`src/rtl/rst_seq_pkg.sv`:
```
// Shared types and constants for the platform reset/clock-enable sequencer.
package rst_seq_pkg;

   typedef enum logic [2:0] {
      SYNC     = 3'd0,
      CLK_ON   = 3'd1,
      WAIT_ACK = 3'd2,
      DONE     = 3'd3,
      ERR      = 3'd4
   } seq_state_e;

   localparam int DEF_NUM_UNITS   = 4;
   localparam int DEF_GAP_CYCLES  = 8;
   localparam int DEF_ACK_TIMEOUT = 64;
   localparam int DEF_SYNC_STAGES = 2;

   // One shared counter serves both the gap and the ack timeout.
   function automatic int cnt_width(input int gap, input int tmo);
      int max_v;
      max_v = (gap > tmo) ? gap : tmo;
      return (max_v > 1) ? $clog2(max_v) : 1;
   endfunction

endpackage

```
`src/rtl/rst_seq_ctrl_if.sv`:
```
// Unit-facing handshake bundle of the reset sequencer.
interface rst_seq_ctrl_if #(
   parameter int NUM_UNITS = 4,
   parameter int IDX_W     = (NUM_UNITS > 1) ? $clog2(NUM_UNITS) : 1
);
   logic [NUM_UNITS-1:0] unit_ack_i;
   logic                 sw_rst_req_i;
   logic [NUM_UNITS-1:0] unit_rst_n_o;
   logic [NUM_UNITS-1:0] clk_en_o;
   logic                 seq_done_o;
   logic                 seq_err_o;
   logic [IDX_W-1:0]     err_unit_o;

   modport master (
      input  unit_ack_i, sw_rst_req_i,
      output unit_rst_n_o, clk_en_o, seq_done_o, seq_err_o, err_unit_o
   );

   modport slave (
      output unit_ack_i, sw_rst_req_i,
      input  unit_rst_n_o, clk_en_o, seq_done_o, seq_err_o, err_unit_o
   );
endinterface

```
`src/rtl/rst_seq_ctrl_rst_sync.sv`:
```
// Async-assert / sync-deassert reset synchronizer, reusable across platform blocks.
module rst_sync #(
   parameter int STAGES = 2
) (
   input  logic clk,
   input  logic arst_n,
   output logic rst_n,
   output logic rst_n_nxt
);
   logic [STAGES-1:0] sync_r;

   // Shift ones in after release; any assertion clears the chain at once.
   always_ff @(posedge clk or negedge arst_n) begin
      if (!arst_n) begin
         sync_r <= {STAGES{1'b0}};
      end else begin
         sync_r <= {sync_r[STAGES-2:0], 1'b1};
      end
   end

   assign rst_n     = sync_r[STAGES-1];
   // Value the final stage takes at the next edge, so consumers can act on the release edge itself.
   assign rst_n_nxt = sync_r[STAGES-2];
endmodule

```
`src/rtl/rst_seq_ctrl.sv`:
```
// Releases downstream units one at a time: clock on with reset held, reset off,
// then wait for the unit's ack with a timeout.
module rst_seq_ctrl
   import rst_seq_pkg::*;
#(
   parameter int NUM_UNITS   = DEF_NUM_UNITS,
   parameter int GAP_CYCLES  = DEF_GAP_CYCLES,
   parameter int ACK_TIMEOUT = DEF_ACK_TIMEOUT,
   parameter int SYNC_STAGES = DEF_SYNC_STAGES
) (
   input  logic           clk_fr,
   input  logic           rst,
   rst_seq_ctrl_if.master bus
);
   localparam int IDX_W = (NUM_UNITS > 1) ? $clog2(NUM_UNITS) : 1;
   localparam int CNT_W = cnt_width(GAP_CYCLES, ACK_TIMEOUT);
   localparam logic [CNT_W-1:0] GAP_LAST = CNT_W'(GAP_CYCLES - 1);
   localparam logic [CNT_W-1:0] TMO_LAST = CNT_W'(ACK_TIMEOUT - 1);
   localparam logic [IDX_W-1:0] IDX_LAST = IDX_W'(NUM_UNITS - 1);

   seq_state_e           state_r, state_s;
   logic [IDX_W-1:0]     idx_r, idx_s;
   logic [CNT_W-1:0]     cnt_r, cnt_s;
   logic [NUM_UNITS-1:0] clk_en_r, clk_en_s;
   logic [NUM_UNITS-1:0] unit_rst_n_r, unit_rst_n_s;
   logic                 done_r, done_s;
   logic                 err_r, err_s;
   logic [IDX_W-1:0]     err_unit_r, err_unit_s;

   logic rst_int_n_s, rst_int_nxt_s, sync_rel_s;
   logic unit_clk_on_s, gap_end_s, tmo_end_s, ack_s, last_s, sw_s;

   rst_sync #(.STAGES(SYNC_STAGES)) u_rst_sync (
      .clk       (clk_fr),
      .arst_n    (rst),
      .rst_n     (rst_int_n_s),
      .rst_n_nxt (rst_int_nxt_s)
   );

   assign sync_rel_s    = rst_int_nxt_s & ~rst_int_n_s;
   assign unit_clk_on_s = clk_en_r[idx_r];
   assign gap_end_s     = (cnt_r == GAP_LAST);
   assign tmo_end_s     = (cnt_r == TMO_LAST);
   assign ack_s         = bus.unit_ack_i[idx_r];
   assign last_s        = (idx_r == IDX_LAST);
   assign sw_s          = bus.sw_rst_req_i;

   // State, unit index and shared gap/timeout counter.
   always_ff @(posedge clk_fr or negedge rst) begin
      if (!rst) begin
         state_r <= SYNC;
         idx_r   <= {IDX_W{1'b0}};
         cnt_r   <= {CNT_W{1'b0}};
      end else begin
         state_r <= state_s;
         idx_r   <= idx_s;
         cnt_r   <= cnt_s;
      end
   end

   // Next-state decode; the counter restarts from zero on every state entry.
   always_comb begin
      state_s = state_r;
      idx_s   = idx_r;
      cnt_s   = cnt_r;
      case (state_r)
         SYNC: begin
            if (sync_rel_s) begin
               state_s = CLK_ON;
               idx_s   = {IDX_W{1'b0}};
               cnt_s   = {CNT_W{1'b0}};
            end else begin
               state_s = SYNC;
            end
         end
         CLK_ON: begin
            // After a software restart the clock is enabled one cycle into the state; the gap starts then.
            if (!unit_clk_on_s) begin
               cnt_s = {CNT_W{1'b0}};
            end else if (gap_end_s) begin
               state_s = WAIT_ACK;
               cnt_s   = {CNT_W{1'b0}};
            end else begin
               cnt_s = cnt_r + CNT_W'(1);
            end
         end
         WAIT_ACK: begin
            if (ack_s) begin
               cnt_s = {CNT_W{1'b0}};
               if (last_s) begin
                  state_s = DONE;
               end else begin
                  state_s = CLK_ON;
                  idx_s   = idx_r + IDX_W'(1);
               end
            end else if (tmo_end_s) begin
               state_s = ERR;
               cnt_s   = {CNT_W{1'b0}};
            end else begin
               cnt_s = cnt_r + CNT_W'(1);
            end
         end
         DONE, ERR: begin
            if (sw_s) begin
               state_s = CLK_ON;
               idx_s   = {IDX_W{1'b0}};
               cnt_s   = {CNT_W{1'b0}};
            end else begin
               state_s = state_r;
            end
         end
         default: begin
            state_s = SYNC;
            idx_s   = {IDX_W{1'b0}};
            cnt_s   = {CNT_W{1'b0}};
         end
      endcase
   end

   // Next output values; released units stay released until a restart.
   always_comb begin
      clk_en_s     = clk_en_r;
      unit_rst_n_s = unit_rst_n_r;
      done_s       = done_r;
      err_s        = err_r;
      err_unit_s   = err_unit_r;
      case (state_r)
         SYNC: begin
            if (sync_rel_s) begin
               clk_en_s[0] = 1'b1;
            end else begin
               clk_en_s = {NUM_UNITS{1'b0}};
            end
         end
         CLK_ON: begin
            if (!unit_clk_on_s) begin
               clk_en_s[idx_r] = 1'b1;
            end else if (gap_end_s) begin
               unit_rst_n_s[idx_r] = 1'b1;
            end else begin
               unit_rst_n_s = unit_rst_n_r;
            end
         end
         WAIT_ACK: begin
            if (ack_s) begin
               if (last_s) begin
                  done_s = 1'b1;
               end else begin
                  clk_en_s[idx_s] = 1'b1;
               end
            end else if (tmo_end_s) begin
               err_s      = 1'b1;
               err_unit_s = idx_r;
            end else begin
               err_s = err_r;
            end
         end
         DONE, ERR: begin
            if (sw_s) begin
               clk_en_s     = {NUM_UNITS{1'b0}};
               unit_rst_n_s = {NUM_UNITS{1'b0}};
               done_s       = 1'b0;
               err_s        = 1'b0;
               err_unit_s   = {IDX_W{1'b0}};
            end else begin
               done_s = done_r;
            end
         end
         default: begin
            clk_en_s     = {NUM_UNITS{1'b0}};
            unit_rst_n_s = {NUM_UNITS{1'b0}};
            done_s       = 1'b0;
            err_s        = 1'b0;
            err_unit_s   = {IDX_W{1'b0}};
         end
      endcase
   end

   // Output registers, cleared asynchronously by the global reset.
   always_ff @(posedge clk_fr or negedge rst) begin
      if (!rst) begin
         clk_en_r     <= {NUM_UNITS{1'b0}};
         unit_rst_n_r <= {NUM_UNITS{1'b0}};
         done_r       <= 1'b0;
         err_r        <= 1'b0;
         err_unit_r   <= {IDX_W{1'b0}};
      end else begin
         clk_en_r     <= clk_en_s;
         unit_rst_n_r <= unit_rst_n_s;
         done_r       <= done_s;
         err_r        <= err_s;
         err_unit_r   <= err_unit_s;
      end
   end

   assign bus.clk_en_o     = clk_en_r;
   assign bus.unit_rst_n_o = unit_rst_n_r;
   assign bus.seq_done_o   = done_r;
   assign bus.seq_err_o    = err_r;
   assign bus.err_unit_o   = err_unit_r;
endmodule

```
`src/flat_wrapper.sv`:
```
// flat-port wrapper written by rule: the top's interface ports become plain ports
module rst_seq_ctrl_flat import rst_seq_pkg::*;
#(
   parameter int NUM_UNITS   = DEF_NUM_UNITS,
   parameter int GAP_CYCLES  = DEF_GAP_CYCLES,
   parameter int ACK_TIMEOUT = DEF_ACK_TIMEOUT,
   parameter int SYNC_STAGES = DEF_SYNC_STAGES
)
  (clk_fr, rst, bus_unit_ack_i, bus_sw_rst_req_i, bus_unit_rst_n_o, bus_clk_en_o, bus_seq_done_o, bus_seq_err_o, bus_err_unit_o);
  rst_seq_ctrl_if #(.NUM_UNITS(NUM_UNITS), .IDX_W((((DEF_NUM_UNITS) > 1) ? $clog2((DEF_NUM_UNITS)) : 1))) bus_i ();
  input  logic clk_fr;
  input  logic rst;
  input wire logic [$bits(bus_i.unit_ack_i)-1:0] bus_unit_ack_i;
  input wire logic [$bits(bus_i.sw_rst_req_i)-1:0] bus_sw_rst_req_i;
  output wire logic [$bits(bus_i.unit_rst_n_o)-1:0] bus_unit_rst_n_o;
  output wire logic [$bits(bus_i.clk_en_o)-1:0] bus_clk_en_o;
  output wire logic [$bits(bus_i.seq_done_o)-1:0] bus_seq_done_o;
  output wire logic [$bits(bus_i.seq_err_o)-1:0] bus_seq_err_o;
  output wire logic [$bits(bus_i.err_unit_o)-1:0] bus_err_unit_o;
  assign bus_i.unit_ack_i = bus_unit_ack_i;
  assign bus_i.sw_rst_req_i = bus_sw_rst_req_i;
  assign bus_unit_rst_n_o = bus_i.unit_rst_n_o;
  assign bus_clk_en_o = bus_i.clk_en_o;
  assign bus_seq_done_o = bus_i.seq_done_o;
  assign bus_seq_err_o = bus_i.seq_err_o;
  assign bus_err_unit_o = bus_i.err_unit_o;
  rst_seq_ctrl #(.NUM_UNITS(NUM_UNITS), .GAP_CYCLES(GAP_CYCLES), .ACK_TIMEOUT(ACK_TIMEOUT), .SYNC_STAGES(SYNC_STAGES)) u_core (.clk_fr(clk_fr), .rst(rst), .bus(bus_i));
endmodule
```
`config.mk`:
```
export PLATFORM = sky130hd
export DESIGN_NAME = rst_seq_ctrl_flat
export DESIGN_NICKNAME = d
export VERILOG_FILES = /design/src/rtl/rst_seq_pkg.sv /design/src/rtl/rst_seq_ctrl_if.sv /design/src/rtl/rst_seq_ctrl_rst_sync.sv /design/src/rtl/rst_seq_ctrl.sv /design/src/flat_wrapper.sv
export SDC_FILE = /design/constraint.sdc
export NUM_CORES = 1
export LEC_CHECK = 0
export ABC_AREA = 1
export BUFFER_PORTS_ARGS = -buffer_cell sky130_fd_sc_hd__buf_2
export CORE_ASPECT_RATIO = 1.5
export CORE_UTILIZATION = 61
export CTS_CLUSTER_DIAMETER = 150
export CTS_CLUSTER_SIZE = 14
export DETAILED_ROUTE_END_ITERATION = 6
export PLACE_DENSITY = 0.83
export SLEW_MARGIN = 20
export SYNTH_ARGS = -nofsm -noshare
export SYNTH_HDL_FRONTEND = slang
export SYNTH_HIERARCHICAL = 1
export SYNTH_SLANG_ARGS = --single-unit
export TNS_END_PERCENT = 1
```
`constraint.sdc`:
```
create_clock -name clk_fr -period 2.25 [get_ports clk_fr]
set_input_delay 0.45 -clock clk_fr [delete_from_list [all_inputs] [get_ports clk_fr]]
set_output_delay 0.45 -clock clk_fr [all_outputs]
set_load 0.05 [all_outputs]
```
Yosys cells after proc, flatten, opt, wreduce, memory -nomap -nowiden --
Index checks and enable logic that the tools add are counted.
Operators by class: equal/unequal tests 19, bitwise gates (word level) 7, multiplexer cells 49, $mul 0, reductions and logical operators 13, $add $sub $neg 2, shifts and indexed selects 0, div/mod/pow operators 0, magnitude comparators 4
Operators with widths (count):
- 6-bit two-way mux | 6
- 4-bit two-way mux | 6
- 6-bit one-hot mux with 4 select lines | 1
- 4-bit AND reduction | 5
- 3-bit two-way mux | 6
- 2-bit two-way mux | 8
- 4-bit one-hot mux with 4 select lines | 1
- 2-bit by 1-bit inequality test with 1-bit output (second input constant) | 6
- 4-bit OR | 3
- 3-bit one-hot mux with 4 select lines | 1
- 4-bit one-hot mux with 3 select lines | 1
- 1-bit two-way mux | 11
- 2-bit inequality test (second input constant) | 5
- 2-bit one-hot mux with 4 select lines | 1
- 6-bit by 1-bit adder with 6-bit output (second input constant) | 1
- 3-bit by 2-bit equality test with 1-bit output (second input constant) | 2
- 6-bit by 3-bit equality test with 1-bit output (second input constant) | 1
- 6-bit equality test (second input constant) | 1
- 2-bit by 3-bit < comparator with 1-bit output (second input constant) | 2
- 1-bit one-hot mux with 3 select lines | 2
- 2-bit one-hot mux with 3 select lines | 1
- 2-bit OR reduction | 3
- 5-bit AND reduction | 1
- 1-bit binary-select mux with 2-bit select | 2
- 12 further kinds | 17
Storage, ports and cells: bits of input ports 7, RAM bits 0, word-level logic and storage cells 104, memory bits (read-only) 0, memories kept 0, bits in registers 25, bits in latches 0

Longest topological paths before layout --
word-level depth 12, depth in mapped cells 12, depth with buffers taken out 12

Modules after synthesis --
The synthesis kept the hierarchy.
By module, submodules not included:
- rst_seq_ctrl | area an instance 1473.9 µm², instances 1, cells each 205, sequential area each 575.6 µm²
- rst_sync | area an instance 53.8 µm², instances 1, cells each 3, sequential area each 50.0 µm²

Worst setup path before layout --
OpenSTA, ideal clock, no wires.
kind reg2reg, from register u_core.clk_en_r[2], in the netlist u_core/bus.clk_en_o[2], to register u_core.unit_rst_n_r[0], in the netlist u_core/bus.unit_rst_n_o[0], required time 2.182 ns, path slack 0.758 ns, data arrival time 1.424 ns, stages on the path, launching flop included 9, setup time 0.068 ns, path through dfrtp_1 -> inv_1 -> a21oi_1 -> nand3_1 -> nand2_1 -> nand2_1 -> nor2_4 -> o211ai_1 -> nand2_1
On the way: longest elaborated chain between the ends 4
Ends and longest elaborated chain:
- start, declared | line rst_seq_ctrl.sv:24 | logic [NUM_UNITS-1:0] clk_en_r, clk_en_s;
- start signal, assigned | line rst_seq_ctrl.sv:182 | clk_en_r <= {NUM_UNITS{1'b0}};
- start signal, assigned | line rst_seq_ctrl.sv:188 | clk_en_r <= clk_en_s;
- 1-bit binary-select mux with 2-bit select | line rst_seq_ctrl.sv:41 | assign unit_clk_on_s = clk_en_r[idx_r];
- 1-bit two-way mux (implied by the code) | line rst_seq_ctrl.sv:41
- 2-bit by 1-bit inequality test with 1-bit output (no source line)
- 4-bit AND reduction (no source line)
- end signal, assigned | line rst_seq_ctrl.sv:183 | unit_rst_n_r <= {NUM_UNITS{1'b0}};
- end signal, assigned | line rst_seq_ctrl.sv:189 | unit_rst_n_r <= unit_rst_n_s;
- end, declared | line rst_seq_ctrl.sv:25 | logic [NUM_UNITS-1:0] unit_rst_n_r, unit_rst_n_s;
No other way between the ends. The select of a mux whose other input is x is not followed. A chain may end at the register's enable or synchronous reset.

Worst setup path in the final report --
from register u_core.idx_r[0], to register u_core.unit_rst_n_r[3], in the netlist u_core/bus.unit_rst_n_o[3]
On the way: longest elaborated chain between the ends 8, elaborated cells between the ends (all ways) 13, those cells by class 2 x order compare; 1 x eq/ne; 7 x mux; 1 x bitwise; 2 x reduce/logical
Ends and longest elaborated chain:
- start, declared | line rst_seq_ctrl.sv:22 | logic [IDX_W-1:0] idx_r, idx_s;
- start signal, assigned | line rst_seq_ctrl.sv:52 | idx_r <= {IDX_W{1'b0}};
- start signal, assigned | line rst_seq_ctrl.sv:56 | idx_r <= idx_s;
- 2-bit by 3-bit < comparator with 1-bit output (implied by the code) / 2-bit by 1-bit >= comparator with 1-bit output (equally long branches) | line rst_seq_ctrl.sv:139 | unit_rst_n_s[idx_r] = 1'b1;
- 1-bit logical AND (implied by the code) | line rst_seq_ctrl.sv:139
- 1-bit two-way mux (implied by the code) | line rst_seq_ctrl.sv:139
- 1-bit demux with 2-bit select
- 4-bit OR (no source line)
- 4-bit two-way mux | line rst_seq_ctrl.sv:138 | end else if (gap_end_s) begin
- 4-bit two-way mux | line rst_seq_ctrl.sv:136 | if (!unit_clk_on_s) begin
- 4-bit one-hot mux with 3 select lines | line rst_seq_ctrl.sv:127 | case (state_r)
Several ways; a longest one is shown, not always the timed one. The select of a mux whose other input is x is not followed.

==> metrics.csv <==
metric,value,unit
leakage power,0.8800,nW
CP max-delay cell,dfrtp_1,
Vias,1494,
Top-Level Pins,19,
slew of the pin with the lowest slew margin,553.9,ps
Root Buffer,clkbuf_4,
Final GP Congestion,0.9570,
post-synthesis adder-cell area fraction,0.8190,%
largest net degree at the start of global routing,26,
Final Util,71.59,%
RSZ-0062 raised after global routing,false,
switching share of power,53.04,%
H-tree levels,1,
Gate power share,55.9,%
Final Hold Fails,0,
drt wl/cell,13.98,um
drt total wl,3.510,mm
CTS max path bufs,2,
Antenna Cells,0,
initial antenna violation count,0,
ANT nets after route,0,
CP top delay family,simple AND/OR/NAND/NOR gates,
Post-CTS Setup Repair Bufs,0,
PortBufs,18,
post-synthesis xor/xnor area fraction,0.5733,%
Synthesis Warnings,6,
largest family of logic cells by synthesized area,simple AND/OR/NAND/NOR gates,
Netlist cell types,28,
initial core utilization,66.07,%
Max IR drop VDD,622.0,uV
Sum Neg Setup Slack,0,ps
area grow syn2layout,8.354,%
nature of the critical path endpoint,flip-flop,
1st-pass router iterations,7,
Overall Global Routing Usage,28.59,%
Syn Area/Cell,7.345,um^2
core area,0.002312,mm^2
sequential element share of the synthesized area,40.95,%
slew margin rel.,63.07,%
Sequential Power Share,33.8,%
crit-path max FO,11,
Setup WS pre-CTS,513.3,ps
CP Class,reg -> reg,
CTS tree,done,
"Clk Latency, worst-skew pair",310,ps
drt drc,0,
Clock transition at path regs,140,ps
cell area power density,1168,mW/mm^2
multiplexer area fraction after synthesis,0,%
share of cells above drive strength 1,19.30,%
chip width,42.86,um
Final Cycle Share,86.02,%
Cell Int Power,0.0009080,W
Syn Inst Count,208,
clock share of power,10.3,%
Num CTS Buffers,3,
max_cap viols,0,
Final nets,237,
row count,21,
FMAX,516.7,MHz
Die Area,0.002713,mm^2
cts-stage hold buffer count,0,
Final Max Slew Viols,0,
final worst slack,314.5,ps
Compound-Gate Fraction of Synth Area,12.29,%
critical path cell sequence,inv_2 > nand2_1 > inv_2 > a21oi_1 > nand3_1 > nand2_1 > nand2_1 > nor2_4 > nand2_1 > o21ai_0,
status,completed,
post-cts resize count,0,
Sink Count,25,
grt ovf,0,
initial drt markers,61,
CP arrival,2170,ps
vias in the first global route,1408,
sw power,0.001026,W
Post-Synth Simple-Gate Area,36.28,%
crit-path most repeated cell,nand2_1,
first-pass GRT wire length,5.961,mm
Post-Syn Nets,216,
Tmin final,1936,ps
Worst Path Buf+Inv,2,
"slowest stage delay, CP",570,ps
clock tree skew after final layout,4.126,ps
Seq cells post-synth,25,
worst endpoint required time,2480,ps
CP Launch Type,flip-flop,
HPWL Detailed,2.725,mm
DIE HEIGHT,63.29,um
synthesized cell area,0.001528,mm^2
# setup viols final,0,
DR vias/cell,5.952,
Hold/Removal Path Class,in -> async,
## power groups by stage
stage               Combinational [W]  Clock (W)  Sequential, W
floorplan                    0.000703          0       0.000788
global placement              0.00103          0       0.000654
detailed placement            0.00106          0       0.000661
CTS                           0.00107   0.000203       0.000653
global route                  0.00119   0.000223       0.000670
finish                        0.00108   0.000199       0.000654
## through the flow
step | std cells | hold slack, ps | power (W) | area [um^2]
floorplan | 208 | 154.4 | 0.001490 | 1528
global placement | 247 | 361.7 | 0.001679 | 1628
detailed placement | 247 | 368.3 | 0.001721 | 1628
CTS | 251 | 113.5 | 0.001920 | 1655
global route | 251 | 123.9 | 0.002080 | 1655
finish | 251 | 99.33 | 0.001934 | 1655
## cell usage in the layout (no fill, tap or decap), drive strengths merged, types with 2 or more instances in the layout
cell,netlist,final
nor2,19,19
nand3,23,23
a21oi,13,13
inv,30,30
buf,2,18
nand4,8,8
dfrtp,25,25
o21ai,16,16
clkbuf,0,3
clkinv,1,2
nand2,62,62
## per-layer routing
metal | vias to the layer above | wire (um) | track usage, %
li1 | 716 | - | -
met1 | 683 | 1270 | 30.25
met2 | 73 | 1809 | 50.00
met3 | 22 | 224 | 4.871
met4 | 0 | 205 | 18.36
met5 | - | 0 | 0
## worst reg2reg max path: stages (launching register included)
cell and delay, ps:
dfrtp_1 570, inv_2 140, nand2_1 150, inv_2 50, a21oi_1 240, nand3_1 160, nand2_1 120, nand2_1 110
nor2_4 160, nand2_1 60, o21ai_0 90
## logic make-up (layout without fill, tap and decap cells)
group,after synthesis,in the layout
buf+inv,33,53
simple gates,113,113
other cells,1,1
fa+ha+maj,1,1
xor+xnor,1,1
flops,25,25
compound gates,34,34
## layout make-up
class,instances,area [um^2]
sequential,25,625.6
fill,207,656.9
multi-input combinational,150,767.0
inverter,31,116.4
tap,23,28.78
clock inverter,1,5.005
timing repair buffer,18,90.09
clock buffer,3,22.52
## sequential cells by signal (all words and copies together) (netlist names)
register                  cells
u_core/bus.seq_done_o         1
u_core/u_rst_sync/sync_r      2
u_core/bus.unit_rst_n_o       4
u_core/bus.err_unit_o         2
u_core/bus.seq_err_o          1
u_core/idx_r                  2
u_core/cnt_r                  6
u_core/bus.clk_en_o           4
u_core/state_r                3
## synthesized netlist by cell type, drive strengths merged
| master | number | area share [%] |
|---|---|---|
| o211ai | 1 | 0.49 |
| a22o | 1 | 0.57 |
| dfrtp | 25 | 41 |
| nand3 | 23 | 8.8 |
| a21oi | 13 | 4.3 |
| o22ai | 1 | 0.41 |
| conb | 1 | 0.25 |
| o31ai | 1 | 0.82 |
| clkinv | 1 | 0.25 |
| buf | 2 | 1.2 |
| a211oi | 1 | 0.49 |
| inv | 30 | 7.4 |
| nor3 | 1 | 0.33 |
| nand2 | 62 | 16 |
| ha | 1 | 0.82 |
| nand4 | 8 | 3.7 |
| xor2 | 1 | 0.57 |
| nor2 | 19 | 7.2 |
| o21ai | 16 | 5.2 |
## path summary, 6_finish.rpt
check,startpoint,endpoint,slack (ps),depth (start not counted)
setup / recovery,u_core/idx_r[0],u_core/bus.unit_rst_n_o[3],310,10
setup reg to reg,u_core/idx_r[0],u_core/bus.unit_rst_n_o[3],310,10
hold reg to reg,u_core/u_rst_sync/sync_r[0],u_core/u_rst_sync/sync_r[1],390,0
max in group asynchronous,rst,u_core/bus.clk_en_o[0],1780,1
hold / removal,rst,u_core/bus.unit_rst_n_o[2],100,1
min in group clk_fr,u_core/u_rst_sync/sync_r[0],u_core/u_rst_sync/sync_r[1],390,0
No activity file was read; power rests on OpenSTA's default activity.
